`src/rtl/chain_tee.sv`:
```
// Bus-and-tag tee: splices N_DEV local devices and a downstream segment A onto
// upstream channel B, with a select-out priority chain, ownership tracking and contention count.
module chain_tee #(
  parameter int unsigned       N_DEV       = 4,
  parameter logic              PRIORITY    = 1'b1,
  parameter logic [N_DEV-1:0]  BYPASS_MASK = '0,
  parameter int unsigned       CNT_W       = 8
) (
  input  logic                 clk,
  input  logic                 reset_n,
  input  logic [8:0]           b_bus_out,
  input  logic [6:0]           b_tag_out,
  output logic [8:0]           b_bus_in,
  output logic [5:0]           b_tag_in,
  output logic [8:0]           a_bus_out,
  output logic [6:0]           a_tag_out,
  input  logic [8:0]           a_bus_in,
  input  logic [5:0]           a_tag_in,
  output logic [9*N_DEV-1:0]   dev_bus_out,
  output logic [6*N_DEV-1:0]   dev_tag_out,
  input  logic [9*N_DEV-1:0]   dev_bus_in,
  input  logic [5*N_DEV-1:0]   dev_tag_in,
  output logic [N_DEV-1:0]     dev_selection_x,
  input  logic [N_DEV-1:0]     dev_selection_y,
  output logic                 connected,
  output logic [3:0]           owner,
  output logic [CNT_W-1:0]     contention_count
);

  localparam int unsigned BUS_W = 9;
  localparam int unsigned DTO_W = 6;
  localparam int unsigned DTI_W = 5;
  localparam int unsigned N_SRC = N_DEV + 1;
  localparam int unsigned OWN_W = 4;
  localparam int unsigned POP_W = 4;

  typedef enum logic {IDLE, CONNECTED} state_t;

  state_t                 state;
  logic [BUS_W-1:0]       src_bus [N_SRC];
  logic [DTI_W-1:0]       src_tag [N_SRC];  // {service,status,address,request,operational}
  logic [N_SRC-1:0]       op_vec;
  logic [BUS_W-1:0]       or_bus;
  logic [DTI_W-1:0]       or_tag;
  logic [POP_W-1:0]       pop;
  logic [OWN_W-1:0]       single_idx;
  logic                   owner_op_c;
  logic                   take_c;
  logic                   drop_c;
  logic                   conn_c;
  logic [OWN_W-1:0]       own_c;
  logic [BUS_W-1:0]       g_bus_c;
  logic [DTI_W-1:0]       g_tag_c;
  logic [N_DEV-1:0]       sel_x_c;
  logic                   sel_run;
  logic                   a_sel_c;
  logic                   b_sel_c;
  logic [9*N_DEV-1:0]     dev_bus_c;
  logic [6*N_DEV-1:0]     dev_tag_c;

  // Normalise every source; bypassed devices contribute nothing.
  always_comb begin
    op_vec     = '0;
    or_bus     = '0;
    or_tag     = '0;
    pop        = '0;
    single_idx = '0;
    for (int i = 0; i < int'(N_DEV); i++) begin
      src_bus[i] = BYPASS_MASK[i] ? '0 : dev_bus_in[i*BUS_W +: BUS_W];
      src_tag[i] = BYPASS_MASK[i] ? '0 : dev_tag_in[i*DTI_W +: DTI_W];
    end
    src_bus[N_DEV] = a_bus_in;
    src_tag[N_DEV] = {a_tag_in[5:3], a_tag_in[1:0]};
    for (int i = 0; i < int'(N_SRC); i++) begin
      op_vec[i] = src_tag[i][0];
      or_bus    = or_bus | src_bus[i];
      or_tag    = or_tag | src_tag[i];
      if (src_tag[i][0]) begin
        pop        = pop + POP_W'(1);
        single_idx = OWN_W'(i);
      end
    end
  end

  // Connection decisions; gating follows the state being entered this edge.
  always_comb begin
    owner_op_c = |(op_vec & (N_SRC'(1) << owner));
    take_c     = (state == IDLE) && (pop == POP_W'(1)) && b_tag_out[0];
    drop_c     = (state == CONNECTED) && (!owner_op_c || !b_tag_out[0]);
    conn_c     = take_c || ((state == CONNECTED) && !drop_c);
    own_c      = take_c ? single_idx : owner;
    g_bus_c    = or_bus;
    g_tag_c    = or_tag;
    if (conn_c) begin
      for (int i = 0; i < int'(N_SRC); i++) begin
        if (own_c == OWN_W'(i)) begin
          g_bus_c = src_bus[i];
          g_tag_c = {src_tag[i][4:2], or_tag[1], src_tag[i][0]};
        end
      end
    end
  end

  // Select chain through unmasked devices, placed before or after A.
  always_comb begin
    sel_x_c = '0;
    sel_run = PRIORITY ? b_tag_out[2] : a_tag_in[2];
    for (int i = 0; i < int'(N_DEV); i++) begin
      if (!BYPASS_MASK[i]) begin
        sel_x_c[i] = sel_run;
        sel_run    = dev_selection_y[i];
      end
    end
    a_sel_c = PRIORITY ? sel_run : b_tag_out[2];
    b_sel_c = PRIORITY ? a_tag_in[2] : sel_run;
  end

  always_comb begin
    dev_bus_c = '0;
    dev_tag_c = '0;
    for (int i = 0; i < int'(N_DEV); i++) begin
      if (!BYPASS_MASK[i]) begin
        dev_bus_c[i*BUS_W +: BUS_W] = b_bus_out;
        dev_tag_c[i*DTO_W +: DTO_W] = {b_tag_out[6:3], b_tag_out[1:0]};
      end
    end
  end

  always_ff @(posedge clk) begin
    if (!reset_n) begin
      state            <= IDLE;
      owner            <= '0;
      connected        <= 1'b0;
      contention_count <= '0;
      b_bus_in         <= '0;
      b_tag_in         <= '0;
      a_bus_out        <= '0;
      a_tag_out        <= '0;
      dev_bus_out      <= '0;
      dev_tag_out      <= '0;
      dev_selection_x  <= '0;
    end else begin
      case (state)
        IDLE:      if (take_c) begin
                     state <= CONNECTED;
                     owner <= single_idx;
                   end
        CONNECTED: if (drop_c) state <= IDLE;
        default:   state <= IDLE;
      endcase
      connected <= conn_c;
      if (pop > POP_W'(1) && contention_count != {CNT_W{1'b1}})
        contention_count <= contention_count + CNT_W'(1);
      b_bus_in        <= g_bus_c;
      b_tag_in        <= {g_tag_c[4:2], b_sel_c, g_tag_c[1:0]};
      a_bus_out       <= b_bus_out;
      a_tag_out       <= {b_tag_out[6:3], a_sel_c, b_tag_out[1:0]};
      dev_bus_out     <= dev_bus_c;
      dev_tag_out     <= dev_tag_c;
      dev_selection_x <= sel_x_c;
    end
  end

endmodule

```
`config.mk`:
```
export PLATFORM = sky130hd
export DESIGN_NAME = chain_tee
export DESIGN_NICKNAME = d
export VERILOG_FILES = /design/src/rtl/chain_tee.sv
export SDC_FILE = /design/constraint.sdc
export NUM_CORES = 1
export LEC_CHECK = 0
export CORE_UTILIZATION = 41
export CTS_BUF_LIST = sky130_fd_sc_hd__clkbuf_4 sky130_fd_sc_hd__clkbuf_8 sky130_fd_sc_hd__clkbuf_16
export DETAILED_ROUTE_END_ITERATION = 6
export PLACE_DENSITY = 0.89
export SLEW_MARGIN = 20
export SYNTH_ARGS = -nofsm -noshare
export SYNTH_HDL_FRONTEND = slang
export SYNTH_SLANG_ARGS = --single-unit
```
`constraint.sdc`:
```
create_clock -name clk -period 8.1 [get_ports clk]
set_input_delay 2.025 -clock clk [delete_from_list [all_inputs] [get_ports clk]]
set_output_delay 2.025 -clock clk [all_outputs]
set_load 0.02 [all_outputs]
```
Yosys cells after proc, flatten, opt, wreduce, memory -nomap -nowiden

Index checks and enable logic that the tools add are counted.

Memories: 0
Word-level logic and storage cells: 71
Latch bits: 0
Bits in read-only memories: 0
Register bits: 109
Output and inout port bits: 108
Bits in writable memories: 0
Input bits: 93

Multiplexer cells: 25
$lt $le $gt $ge: 1
Reduce and logical (&&, ||, !) cells: 12
$add $sub $neg: 5
$mul: 0
Equality and inequality tests: 6
Shift operators: 1
Divide/modulo/power cells: 0
Bitwise logic cells: 10

Operators by type and width:

| operator                                                                         | count |
|---|---|
| 9-bit 2-to-1 mux                                                                 | 6 |
| 9-bit OR                                                                         | 4 |
| 5-bit 2-to-1 mux                                                                 | 6 |
| 4-bit 2-to-1 mux                                                                 | 7 |
| 5-bit OR                                                                         | 4 |
| 4-bit by 1-bit adder with 4-bit output (second input constant)                   | 3 |
| 8-bit by 1-bit adder with 8-bit output (second input constant)                   | 1 |
| 4-bit by 1-bit == test with 1-bit output (second input constant)                 | 2 |
| 4-bit by 2-bit == test with 1-bit output (second input constant)                 | 2 |
| 8-bit inequality test (second input constant)                                    | 1 |
| 5-bit AND                                                                        | 1 |
| 1-bit logical AND                                                                | 5 |
| 5-bit OR reduction                                                               | 1 |
| 1-bit by 4-bit left shift with 5-bit output (first input constant)               | 1 |
| 4-bit by 3-bit == test with 1-bit output (second input constant)                 | 1 |
| 4-bit by 1-bit greater-than comparator with 1-bit output (second input constant) | 1 |
| 4-bit logical NOT                                                                | 1 |
| 1-bit 2-to-1 mux                                                                 | 4 |
| 1-bit logical NOT                                                                | 3 |
| 1-bit by 1-bit adder with 2-bit output (second input constant)                   | 1 |
| 1-bit logical OR                                                                 | 2 |
| 2-bit 2-to-1 mux                                                                 | 1 |
| 1-bit one-hot mux with 2 select lines                                            | 1 |
| 1-bit NOT                                                                        | 1 |

Depth between registers and ports, before layout

Gate-level depths: netlist (run 1).

Depth after elaboration: 20
Mapped depth: 19
Mapped depth without buffers: 17

Worst setup path before layout (run 1)

OpenSTA, ideal clock, no wires.

Path kind: input port to flip-flop
Start point: input dev_tag_in[0]
End point: register b_tag_in[0]
Buffers on the path: 1
Data required time: 7.981 ns
Cell stages on the path: 17
Data arrival time: 5.382 ns
Setup time: 0.119 ns
Slack: 2.599 ns
Path through: inv_1 > ha_1 > xor2_2 > ha_1 > nand2_1 > o21ai_0 > ha_1 > and3b_1 > nor4b_1 > mux2_1 > a31o_2 > o21ai_4 > buf_6 > mux2_2 > a22oi_1 > o21ai_0 > o221a_2

Cells in the longest elaborated chain, start to end: 20
Elaborated cells between the ends (all ways): 36
Those cells by class: add/sub: 4; eq/ne: 5; mux: 12; bitwise: 5; reduce/logical: 10

RTL lines:

| what                                     | line | text |
|---|---|---|
| start: declaration                       | 22   | `input logic [5*N_DEV-1:0] dev_tag_in,` |
| 1-bit 2-to-1 mux                         | 78   | `if (src_tag[i][0]) begin` |
| 1-bit by 1-bit adder with 2-bit output   | 79   | `pop = pop + POP_W'(1);` |
| 4-bit 2-to-1 mux                         | 78   |  |
| 4-bit by 1-bit adder with 4-bit output   | 79   |  |
| 4-bit 2-to-1 mux                         | 78   |  |
| 4-bit by 1-bit adder with 4-bit output   | 79   |  |
| 4-bit 2-to-1 mux                         | 78   |  |
| 4-bit by 1-bit adder with 4-bit output   | 79   |  |
| 4-bit 2-to-1 mux                         | 78   |  |
| 4-bit by 1-bit == test with 1-bit output | 88   | `take_c = (state == IDLE) && (pop == POP_W'(1)) && b_tag_out[0];` |
| 1-bit logical AND (2 in series)          | 88   |  |
| 4-bit 2-to-1 mux                         | -    |  |
| 4-bit logical NOT                        | 96   | `if (own_c == OWN_W'(i)) begin` |
| 5-bit 2-to-1 mux (5 in series)           | 96   |  |
| 5-bit 2-to-1 mux *                       | 94   | `if (conn_c) begin` |
| end signal: assignment                   | 155  | `b_tag_in <= {g_tag_c[4:2], b_sel_c, g_tag_c[1:0]};` |
| end: declaration                         | 14   | `output logic [5:0] b_tag_in,` |

Every way passes the cells marked *; elsewhere a longest branch is shown, timed or not.
A chain may end at the register's enable or synchronous reset.

Worst setup path after layout (run 1)

Start point: input dev_tag_in[5]
End point: register b_tag_in[0]

Cells in the longest elaborated chain, start to end: 18
Elaborated cells between the ends (all ways): 38
Those cells by class: add/sub: 3; eq/ne: 5; mux: 15; bitwise: 5; reduce/logical: 10

RTL lines:

| what                                     | line |
|---|---|
| 4-bit 2-to-1 mux                         | 78 |
| 4-bit by 1-bit adder with 4-bit output   | 79 |
| 4-bit 2-to-1 mux                         | 78 |
| 4-bit by 1-bit adder with 4-bit output   | 79 |
| 4-bit 2-to-1 mux                         | 78 |
| 4-bit by 1-bit adder with 4-bit output   | 79 |
| 4-bit 2-to-1 mux                         | 78 |
| 4-bit by 1-bit == test with 1-bit output | 88 |
| 1-bit logical AND (2 in series)          | 88 |
| 4-bit 2-to-1 mux                         | - |
| 4-bit logical NOT                        | 96 |
| 5-bit 2-to-1 mux (5 in series)           | 96 |
| 5-bit 2-to-1 mux *                       | 94 |

Marks and branches as above.

==> results.ini, run 1 <==
[route]
drt-total-wl_um=10200
dr.pass1.iters=6
vias_per_cell=5.44
vias=3380
drtIter0Drc=193
drc=0
postRouteAntennaNets=0
post_drt_wl_per_cell_um=16.4

[grt]
grt_pass1_wl_um=16100
antenna_found_initial=0
grt_max_degree=36
overflow=0
grt_pass1_vias=3279
grt_util_all_layers_pct=23.5

[sta]
fmax_mhz=150
setup_viol=0
grt_setup_unrepaired=no
setup_tns_ns=0
finClkSkew_ns=0.0127
fin_crit_sh_pct=82.4
whs_ns=0.533
period_needed_ns=6.68
worst_pin_slew_ns=0.761
final_hold_viol_count=0
slew_violations=0
relSlewSlack_pct=49.3

[critical_path]
worstSetupStartpointType=input pin
critical-path-slowest-cell=clkdlybuf4s50_1
ff2ff_setup_slack_ns=5.42
r2r-end=b_bus_in[5]$_SDFF_PN0_
r2r_start=owner[0]$_SDFFE_PN0N_
arrival_ns=6.88
max_stage_delay_ns=0.60
crit_required_ns=8.30
end_kind=flop
reg2regPathDepth=7
worst_path_most_repeated_cell=ha_1
crit_chain=clkdlybuf4s50_1 -> inv_1 -> ha_1 -> xor2_2 -> ha_1 -> nand2_1 -> o21ai_0 -> ha_1 -> and3b_1 -> nor4b_1 -> mux2_1 -> a31o_2 -> o21ai_4 -> mux2i_2 -> buf_4 -> and2_1 -> o21ai_0 -> o221a_2
critPathMaxFanout=14
critPathKind=in -> reg

[power_and_ir_drop]
ir_drop_v=0.000102
p_int_w=0.000508
seqPwrFrac_pct=36.0
p_sw_share_pct=33.5
comb_power_share_pct=40.3
power_switching_w=0.000256
clkPwrFrac_pct=23.7
power_density_mw_per_mm2=151
p_leak_nw=1.89

[synth]
syn_avg_cell_area_um2=8.64
synth-seq-cells=49
syn-cell-area_mm2=0.00333
synthCells=385
yosys_warnings=0
yosysTopAreaCell=dfxtp_1
synth_edf_count=0
synth_common_cells=63 x buf_4, 49 x dfxtp_1, 31 x nor2_1
synth_top_area_share_pct=29.5
syn-num-nets=485
synth_most_common_cell=buf_4
synth_ff_type=dfxtp_1
yosysSeqAreaShare_pct=29.5
synth_area_leaders=dfxtp_1 29%, buf_4 14%, and2_1 4.3%
async_reset_ff_share_pct=0
synthDistinctLibCells=62

[clocking]
clk_pin_slew_ns=0.10
cts_inserted_buffers=5
cts.path.max_buffers=2
postCtsSetupRepairBufs=0
cts_hold_buf=0
clock-root-buffer=clkbuf_8
cts-resized-gates=0
cts_tree=yes
cts.sinks=49
htreeDepth=2
clock_latency_ns=0.32

[placement]
post_dp_cell_area_mm2=0.00493
detailed_place_hpwl_um=7780
dp.cells=613
port_buffers=200
globalplace.congestion=0.880

[cells_and_area]
fin_util_pct=64.6
final_cell_area_mm2=0.00504
layout-drive-gt1-share_pct=6.74
fill_cells=645
stdcell_count=621
antennaDiodeCount=0
areaGrowthSynthToFinish_pct=51.5
nets=618

[floorplanning]
die_w_um=92.1
ios=201
fp.coreArea_mm2=0.00781
initial_core_util_pct=42.6
dieArea_mm2=0.00848
rows=32
die_height_um=92.1

[min_path]
hold_path_depth=2
hold_class=reg -> reg
hp-start=contention_count[7]$_SDFFE_PN0P_
hold_end=contention_count[7]$_SDFFE_PN0P_

[job]
cap_viol_max_count=0

[run_status]
status=finished, final reports clean

## per-stage QoR
stage                     setup WS, ns  power (W)
final                             1.42   0.000764
after global routing              1.06   0.000796
after CTS                         1.43   0.000764
after detailed placement          1.11   0.000585
after global placement            1.31   0.000577
after floorplan                   2.60   0.000465
## layout make-up
cell class / instances / area (µm²) / area share, %
well taps: 102 / 128 / 2.53
clock buffers: 5 / 68.8 / 1.37
flip-flops and latches: 49 / 981 / 19.5
inverters: 11 / 41.3 / 0.819
repair buffers: 202 / 2020 / 40.0
clock inverters: 3 / 43.8 / 0.869
multi-input cells: 249 / 1760 / 34.9
## power groups by stage
stage                     combinational (W)  clock (W)  sequential, W
final                              0.000308   0.000181       0.000275
after detailed placement           0.000305          0       0.000280
after floorplan                    0.000165          0       0.000300
after global placement             0.000298          0       0.000279
after CTS                          0.000307   0.000183       0.000275
after global routing               0.000329   0.000190       0.000277
## critical path, delay by kind of cell
kind                     cells  cell delay [ns]
adder cells (fa/ha/maj)      3             1.02
multiplexers                 2             0.83
AND/OR/NAND/NOR              4             0.63
AO/OA/AOI/OAI                5             1.19
buffers and inverters        3             0.97
XOR/XNOR                     1             0.22
## registers in the layout, indices dropped and copies added (netlist names)
register,flops
dev_selection_x,4
dev_tag_out,1
b_tag_in,6
state,1
connected,1
contention_count,8
a_tag_out,6
a_bus_out,8
owner,4
b_bus_in,9
dev_bus_out,1
## cells in the final DEF (no fill, tap or decap), types with 6 or more instances in the layout
master / instances
clkdlybuf4s50_1: 200
dfxtp_1: 49
nor2_1: 31
and2_1: 23
nand2_1: 22
o21ai_0: 16
or4_1: 12
inv_1: 10
a21oi_1: 10
mux2_2: 8
nand3_1: 7
nor3_1: 7
ha_1: 7
a211o_1: 6
a31oi_1: 6
## cell families after synthesis
family,Yosys count,share of synthesized area [%]
AO/OA/AOI/OAI,87,19.5
XOR/XNOR,8,2.56
adder cells (fa/ha/maj),7,2.63
buffers and inverters,87,17.6
flip-flops,49,29.5
multiplexers,19,6.92
AND/OR/NAND/NOR,128,21.4
## worst max path at each step
stage	startpoint	endpoint	slack [ns]	depth (start not counted)
after floorplan	dev_tag_in[0]	b_tag_in[0]$_SDFF_PN0_	2.60	17
after global routing	dev_tag_in[5]	b_tag_in[0]$_SDFF_PN0_	1.06	18
after global placement	dev_tag_in[5]	b_bus_in[4]$_SDFF_PN0_	1.31	17
after CTS	dev_tag_in[5]	b_tag_in[0]$_SDFF_PN0_	1.43	18
final	dev_tag_in[5]	b_tag_in[0]$_SDFF_PN0_	1.42	18
after detailed placement	dev_tag_in[5]	b_bus_in[3]$_SDFF_PN0_	1.11	17
## routing by layer
layer	vias up	routed length, µm	part of all wire [%]	global-route usage [%]
met2	207	5260	52	43.1
met5	-	0	0	0
met1	1552	3810	37	26.3
met4	0	191	1.9	7.16
li1	1599	-	-	-
met3	22	930	9.1	6.05
No activity file was read; power rests on OpenSTA's default activity.
==> run 2, diff against run 1 <==
Settings changed: CORE_UTILIZATION 41 to 38, PLACE_DENSITY 0.89 to 0.84.
Clock period 8.1 ns to 6.7 ns, I/O delays scaled along.
==> run 2 against run 1 <==
Clock skew shrank 0.0050 ns. Register-to-register slack lost 1.1 ns. Worst hold slack gained 0.0070 ns. Clock power down 5%. Flip-flop and latch count stayed put. Total power is 15% higher. First-iteration DRC count shrank 36%. Sequential power rose by 20%. Design area increased by 0.15%. Count of clock-buffer cells in the layout did not move. Critical path depth shrank 1. Critical path type unchanged.
==> results.ini, run 2 (same netlist as run 1, synthesis figures left out) <==
[run_status]
status=finished, final reports clean

[cells_and_area]
areaGrowthSynthToFinish_pct=51.7
nets=622  ; +0.65%
final_cell_area_mm2=0.00505  ; +0.15%
largest_reg_flops=9  ; unchanged
layout_common_cells=200 x clkdlybuf4s50_1, 49 x dfxtp_1, 31 x nor2_1
top_register=b_bus_in
antennaDiodeCount=0  ; unchanged
final_common_cell=clkdlybuf4s50_1
reg_top3=b_bus_in: 9 flops, a_bus_out: 8 flops, contention_count: 8 flops
layout-drive-gt1-share_pct=7.46  ; +0.71 points

[clocking]
cts.path.max_buffers=2  ; unchanged
clock-root-buffer=clkbuf_8
cts_tree=yes
clk_pin_slew_ns=0.09  ; about the same
cts.sinks=49  ; unchanged
htreeDepth=2  ; unchanged
cts_inserted_buffers=5  ; unchanged
cts-resized-gates=0  ; unchanged
postCtsSetupRepairBufs=0  ; unchanged
cts_hold_buf=0  ; unchanged
clock_latency_ns=0.30  ; -0.02 ns

[power_and_ir_drop]
ir_drop_v=0.0000776  ; -24%
power_switching_w=0.000299  ; +17%
p_sw_share_pct=34.1  ; +0.61 points
p_int_w=0.000578  ; +14%
seqPwrFrac_pct=37.7  ; +1.7 points
power_density_mw_per_mm2=174  ; +15%
p_leak_nw=1.89  ; +0.25%
clkPwrFrac_pct=19.7  ; -4.0 points
comb_power_share_pct=42.6  ; +2.3 points

[route]
postRouteAntennaNets=0  ; unchanged
drtIter0Drc=124  ; -36%
post_drt_wl_per_cell_um=15.6  ; -5.0%
drt-total-wl_um=9790  ; -3.9%
dr.pass1.iters=5  ; -1
vias=3331  ; -1.4%
drc=0  ; unchanged
vias_per_cell=5.30  ; -2.5%

[critical_path]
critPathMaxFanout=14  ; unchanged
r2r_start=owner[0]$_SDFFE_PN0N_
r2r-end=b_tag_in[0]$_SDFF_PN0_
reg2regPathDepth=7  ; unchanged
path_buf_inv=2  ; -1
max_stage_delay_ns=0.58  ; -0.02 ns
crit_required_ns=6.88  ; -1.42 ns
worst_path_most_repeated_cell=ha_1
path_delay_family=compound AO/OA/AOI/OAI gates
arrival_ns=6.28  ; -0.60 ns
crit_chain=clkdlybuf4s50_1 -> inv_1 -> ha_1 -> xor2_2 -> ha_1 -> nand2_1 -> o21ai_0 -> ha_1 -> and3b_1 -> nor4b_1 -> mux2_1 -> a31o_2 -> o21ai_4 -> a21bo_1 -> mux2_2 -> a221oi_1 -> o22ai_1
critPathKind=in -> reg
end_kind=flop
critical-path-slowest-cell=clkdlybuf4s50_1
ff2ff_setup_slack_ns=4.32  ; -1.10 ns
worstSetupStartpointType=input pin

[sta]
relSlewSlack_pct=63.2  ; +14 points
slew_violations=0  ; unchanged
setup_tns_ns=0  ; unchanged
setup_viol=0  ; unchanged
worst_pin_slew_ns=0.547  ; -0.214 ns
whs_ns=0.540  ; +0.00701 ns
finClkSkew_ns=0.00777  ; -0.00496 ns
fin_crit_sh_pct=90.9
final_hold_viol_count=0  ; unchanged
grt_setup_unrepaired=no
period_needed_ns=6.09
fmax_mhz=164

[floorplanning]
rows=33  ; +3.1%
ios=201  ; unchanged
initial_core_util_pct=39.9  ; -2.7 points
dieArea_mm2=0.00914  ; +7.7%
die_w_um=95.6  ; +3.8%
fp.coreArea_mm2=0.00834  ; +6.8%
die_height_um=95.6  ; +3.8%

[grt]
grt_max_degree=36  ; unchanged
grt_pass1_vias=3105  ; -5.3%
antenna_found_initial=0  ; unchanged
grt_util_all_layers_pct=20.2  ; -3.3 points
grt_pass1_wl_um=14500  ; -10%
overflow=0  ; unchanged

[placement]
port_buffers=200  ; unchanged
globalplace.congestion=0.860  ; -2.2%
post_dp_cell_area_mm2=0.00496  ; +0.69%
detailed_place_hpwl_um=7790  ; +0.11%

[min_path]
hp-start=contention_count[7]$_SDFFE_PN0P_
hold_end=contention_count[7]$_SDFFE_PN0P_
hold_path_depth=2  ; unchanged
hold_class=reg -> reg

[job]
cap_viol_max_count=0  ; unchanged

==> run 2: changes by cell type in the layout (fill, tap and decap cells not counted), sizes merged <==
cell,previous run,this run
clkinv,1,2
buf,2,6
inv,12,11
clkinvlp,0,1
bufinv,1,0
==> run 2: layout make-up <==
cell class,instances,area (µm²)
clock buffers,5,68.8
inverters,11,41.3
clock inverters,3,17.5
multi-input cells,249,1760
well taps,105,131
flip-flops and latches,49,981
repair buffers,206,2050
fillers,745,3290
==> run 2: power by group through the flow <==
stage	Clock, W	Sequential (W)	Combinational [W]
floorplan	0	0.000363	0.000199
finish	0.000172	0.000331	0.000374
CTS	0.000178	0.000331	0.000374
global placement	0	0.000337	0.000364
global route	0.000186	0.000335	0.000403
detailed placement	0	0.000338	0.000373
==> run 2: worst register-to-register path, cell delays in order (launching register included) <==
cell,delay [ns]
dfxtp_1,0.54
mux4_2,0.28
nor2b_1,0.13
a31oi_1,0.08
o31ai_1,0.54
and2_1,0.34
o21ai_0,0.13
o221a_2,0.25
==> run 2: stage by stage <==
stage / total power (W) / setup WS, ns / utilization, % / instances
floorplan: 0.000562 / 1.55 / - / 385
global placement: 0.000701 / 0.515 / 59.5 / 620
detailed placement: 0.000711 / 0.312 / 59.5 / 620
CTS: 0.000884 / 0.627 / 60.5 / 628
global route: 0.000924 / 0.332 / 60.5 / 628
finish: 0.000877 / 0.607 / 60.5 / 628
==> run 2: worst max-delay path by stage <==
stage	from	end	slack, ns	cells past startpoint
2_1_floorplan	dev_tag_in[0]	b_tag_in[0]$_SDFF_PN0_	1.55	17
3_3_place_gp	dev_tag_in[5]	b_bus_in[5]$_SDFF_PN0_	0.52	17
3_5_place_dp	dev_tag_in[5]	b_bus_in[5]$_SDFF_PN0_	0.31	17
4_1_cts	dev_tag_in[5]	b_bus_in[5]$_SDFF_PN0_	0.63	17
5_1_grt	dev_tag_in[5]	b_bus_in[7]$_SDFF_PN0_	0.33	17
6_report	dev_tag_in[5]	b_bus_in[5]$_SDFF_PN0_	0.61	17
==> run 2: layer usage <==
layer / vias to the layer above / GRT usage, % / part of all wire (%)
met5: - / 0 / 0
li1: 1614 / - / -
met1: 1541 / 23.7 / 39
met2: 163 / 37.1 / 52
met4: 0 / 6.72 / 1.6
met3: 13 / 2.87 / 8.1
==> run 3, diff against run 2 <==
Settings changed: CORE_UTILIZATION 38 to 34, PLACE_DENSITY 0.84 to 0.79, RECOVER_POWER from default to 50, SLEW_MARGIN 20 to default.
Clock period 6.7 ns to 5 ns, I/O delays scaled along.
==> run 3 against run 2 <==
Global-route usage grew 0.83 points. Combinational power grew 53%. Largest cell class unchanged. Routed wire length grew 12%. Flip-flop and latch count is the same. Cell count grew 8.9%. Clock skew grew 0.0078 ns. Clock power grew 44%.
==> results.ini, run 3 (same netlist as run 1, synthesis figures left out) <==
[cells_and_area]
multi_input_area_mm2=0.00184  ; +4.4%
layout_common_cells=141 x clkdlybuf4s50_1, 56 x dlygate4sd3_1, 49 x dfxtp_1
layout-drive-gt1-share_pct=14.6  ; +7.1 points
seq_area_um2=981  ; unchanged
final_common_cell=clkdlybuf4s50_1
fin_util_pct=58.1  ; -2.4 points
largest_reg_flops=9  ; unchanged
final_cell_area_mm2=0.00545  ; +7.9%
reg_top3=b_bus_in: 9 flops, a_bus_out: 8 flops, contention_count: 8 flops
top_register=b_bus_in
antennaDiodeCount=0  ; unchanged
areaGrowthSynthToFinish_pct=63.6
fill_cells=844  ; +13%
nets=654  ; +5.1%

[critical_path]
worstSetupStartpointType=input pin
critPathMaxFanout=7  ; -7
crit_required_ns=5.24  ; -1.64 ns
r2r_start=owner[0]$_SDFFE_PN0N_
reg2regPathDepth=7  ; unchanged
crit_chain=dlygate4sd2_1 -> ha_1 -> nor2b_1 -> or2_2 -> ha_1 -> nand2_1 -> o21ai_1 -> ha_1 -> and3b_1 -> nor4b_2 -> mux2_1 -> a31o_2 -> o21ai_4 -> buf_12 -> buf_6 -> mux2i_2 -> buf_4 -> o32ai_1 -> a211o_1 -> a31oi_1
r2r-end=b_tag_in[3]$_SDFF_PN0_
critical-path-slowest-cell=mux2_1
arrival_ns=5.08  ; -1.20 ns
end_kind=flop
worst_path_most_repeated_cell=ha_1
ff2ff_setup_slack_ns=2.64  ; -1.68 ns
max_stage_delay_ns=0.30  ; -0.28 ns
critPathKind=in -> reg

[power_and_ir_drop]
power_density_mw_per_mm2=232  ; +33%
ir_drop_v=0.000138  ; +78%
p_leak_nw=2.18  ; +15%

[clocking]
cts_hold_buf=0  ; unchanged
cts_tree=yes
htreeDepth=2  ; unchanged
cts.sinks=49  ; unchanged
clk_pin_slew_ns=0.10  ; about the same
cts.path.max_buffers=2  ; unchanged
clock_latency_ns=0.32  ; +0.02 ns
clock-root-buffer=clkbuf_8
cts_inserted_buffers=5  ; unchanged

[sta]
fmax_mhz=207
final_hold_viol_count=0  ; unchanged
fin_crit_sh_pct=96.8
setup_viol=0  ; unchanged
slew_violations=0  ; unchanged
period_needed_ns=4.84
relSlewSlack_pct=62.0  ; -1.3 points
worst_pin_slew_ns=0.566  ; +0.0187 ns
finClkSkew_ns=0.0155  ; +0.00775 ns
fin_ws_ns=0.161  ; -0.446 ns
whs_ns=0.523  ; -0.0175 ns

[grt]
grt_pass1_wl_um=16700  ; +16%
antenna_found_initial=0  ; unchanged
grt_max_degree=36  ; unchanged
grt_util_all_layers_pct=21.0  ; +0.83 points
grt_pass1_vias=3508  ; +13%
overflow=0  ; unchanged

[placement]
port_buffers=200  ; unchanged
post_dp_cell_area_mm2=0.00525  ; +5.8%
detailed_place_hpwl_um=8600  ; +10%
dp_slack_ns=-0.526  ; -0.838 ns
globalplace.congestion=0.902  ; +4.8%

[min_path]
hold_class=reg -> reg
hp-start=contention_count[7]$_SDFFE_PN0P_
hold_end=contention_count[7]$_SDFFE_PN0P_
hold_path_depth=2  ; unchanged

[route]
drc=0  ; unchanged
postRouteAntennaNets=0  ; unchanged
dr.pass1.iters=6  ; +1
post_drt_wl_per_cell_um=16.1  ; +3.1%
vias=3558  ; +6.8%
vias_per_cell=5.20  ; -1.9%
drtIter0Drc=224  ; +81%
drt-total-wl_um=11000  ; +12%

[floorplanning]
dieArea_mm2=0.0102  ; +12%
ios=201  ; unchanged
fp.coreArea_mm2=0.00937  ; +12%
die_w_um=101  ; +5.6%
die_height_um=101  ; +5.6%
initial_core_util_pct=35.5  ; -4.4 points
rows=35  ; +6.1%

[run_status]
status=finished, final reports clean

[job]
cap_viol_max_count=0  ; unchanged

[run 3: area by class of cell]
cell class | instances | area share [%]
inverters | 11 | 0.758
well taps | 129 | 2.96
multi-input cells | 249 | 33.8
flip-flops and latches | 49 | 18.0
repair buffers | 238 | 42.8
clock inverters | 3 | 0.414
clock buffers | 5 | 1.26
[run 3: worst max path at each step]
stage | depth (start not counted) | slack [ns] | start | endpoint
6_report | 20 | 0.16 | dev_tag_in[5] | b_bus_in[1]$_SDFF_PN0_
5_1_grt | 20 | -0.003 | dev_tag_in[5] | b_tag_in[4]$_SDFF_PN0_
4_1_cts | 19 | 0.07 | dev_tag_in[0] | b_tag_in[5]$_SDFF_PN0_
3_5_place_dp | 18 | -0.53 | dev_tag_in[0] | b_bus_in[4]$_SDFF_PN0_
3_3_place_gp | 18 | -0.31 | dev_tag_in[0] | b_bus_in[4]$_SDFF_PN0_
2_1_floorplan | 17 | 0.27 | dev_tag_in[0] | b_tag_in[0]$_SDFF_PN0_
[run 3: layer usage]
metal / vias up / track usage, % / routed length [µm]
li1: 1671 / - / -
met1: 1648 / 22.7 / 4100
met2: 214 / 38.3 / 5640
met3: 25 / 5.27 / 1000
met4: 0 / 9.59 / 258
met5: - / 0 / 0
[run 3: worst max-delay path: cells and delay by family]
| kind | cells | cell delay (ns) |
|---|---|---|
| buf+inv | 4 | 0.72 |
| mux | 2 | 0.49 |
| simple gates | 5 | 0.83 |
| compound gates | 6 | 0.99 |
| fa+ha+maj | 3 | 0.78 |
[run 3: stage by stage]
step	total power (W)	TNS [ns]	instances
floorplan	0.000754	0	385
finish	0.00126	0	684
global route	0.00133	-0.00577	684
global placement	0.000991	-3.68	675
CTS	0.00126	0	683
detailed placement	0.00101	-6.38	675
[run 3: repair_timing]
item / 4_1_cts / 5_1_grt
setup buffers: 0 / 1
resized for setup: 11 / 12
pin swaps: 1 / 5
endpoints found under the setup margin: 13 / 13
[run 3: power breakdown]
group / switching [W] / internal [W]
clock: 0.000148 / 0.0000997
sequential: 0.0000222 / 0.000421
combinational: 0.000272 / 0.000298
total: 0.000442 / 0.000819
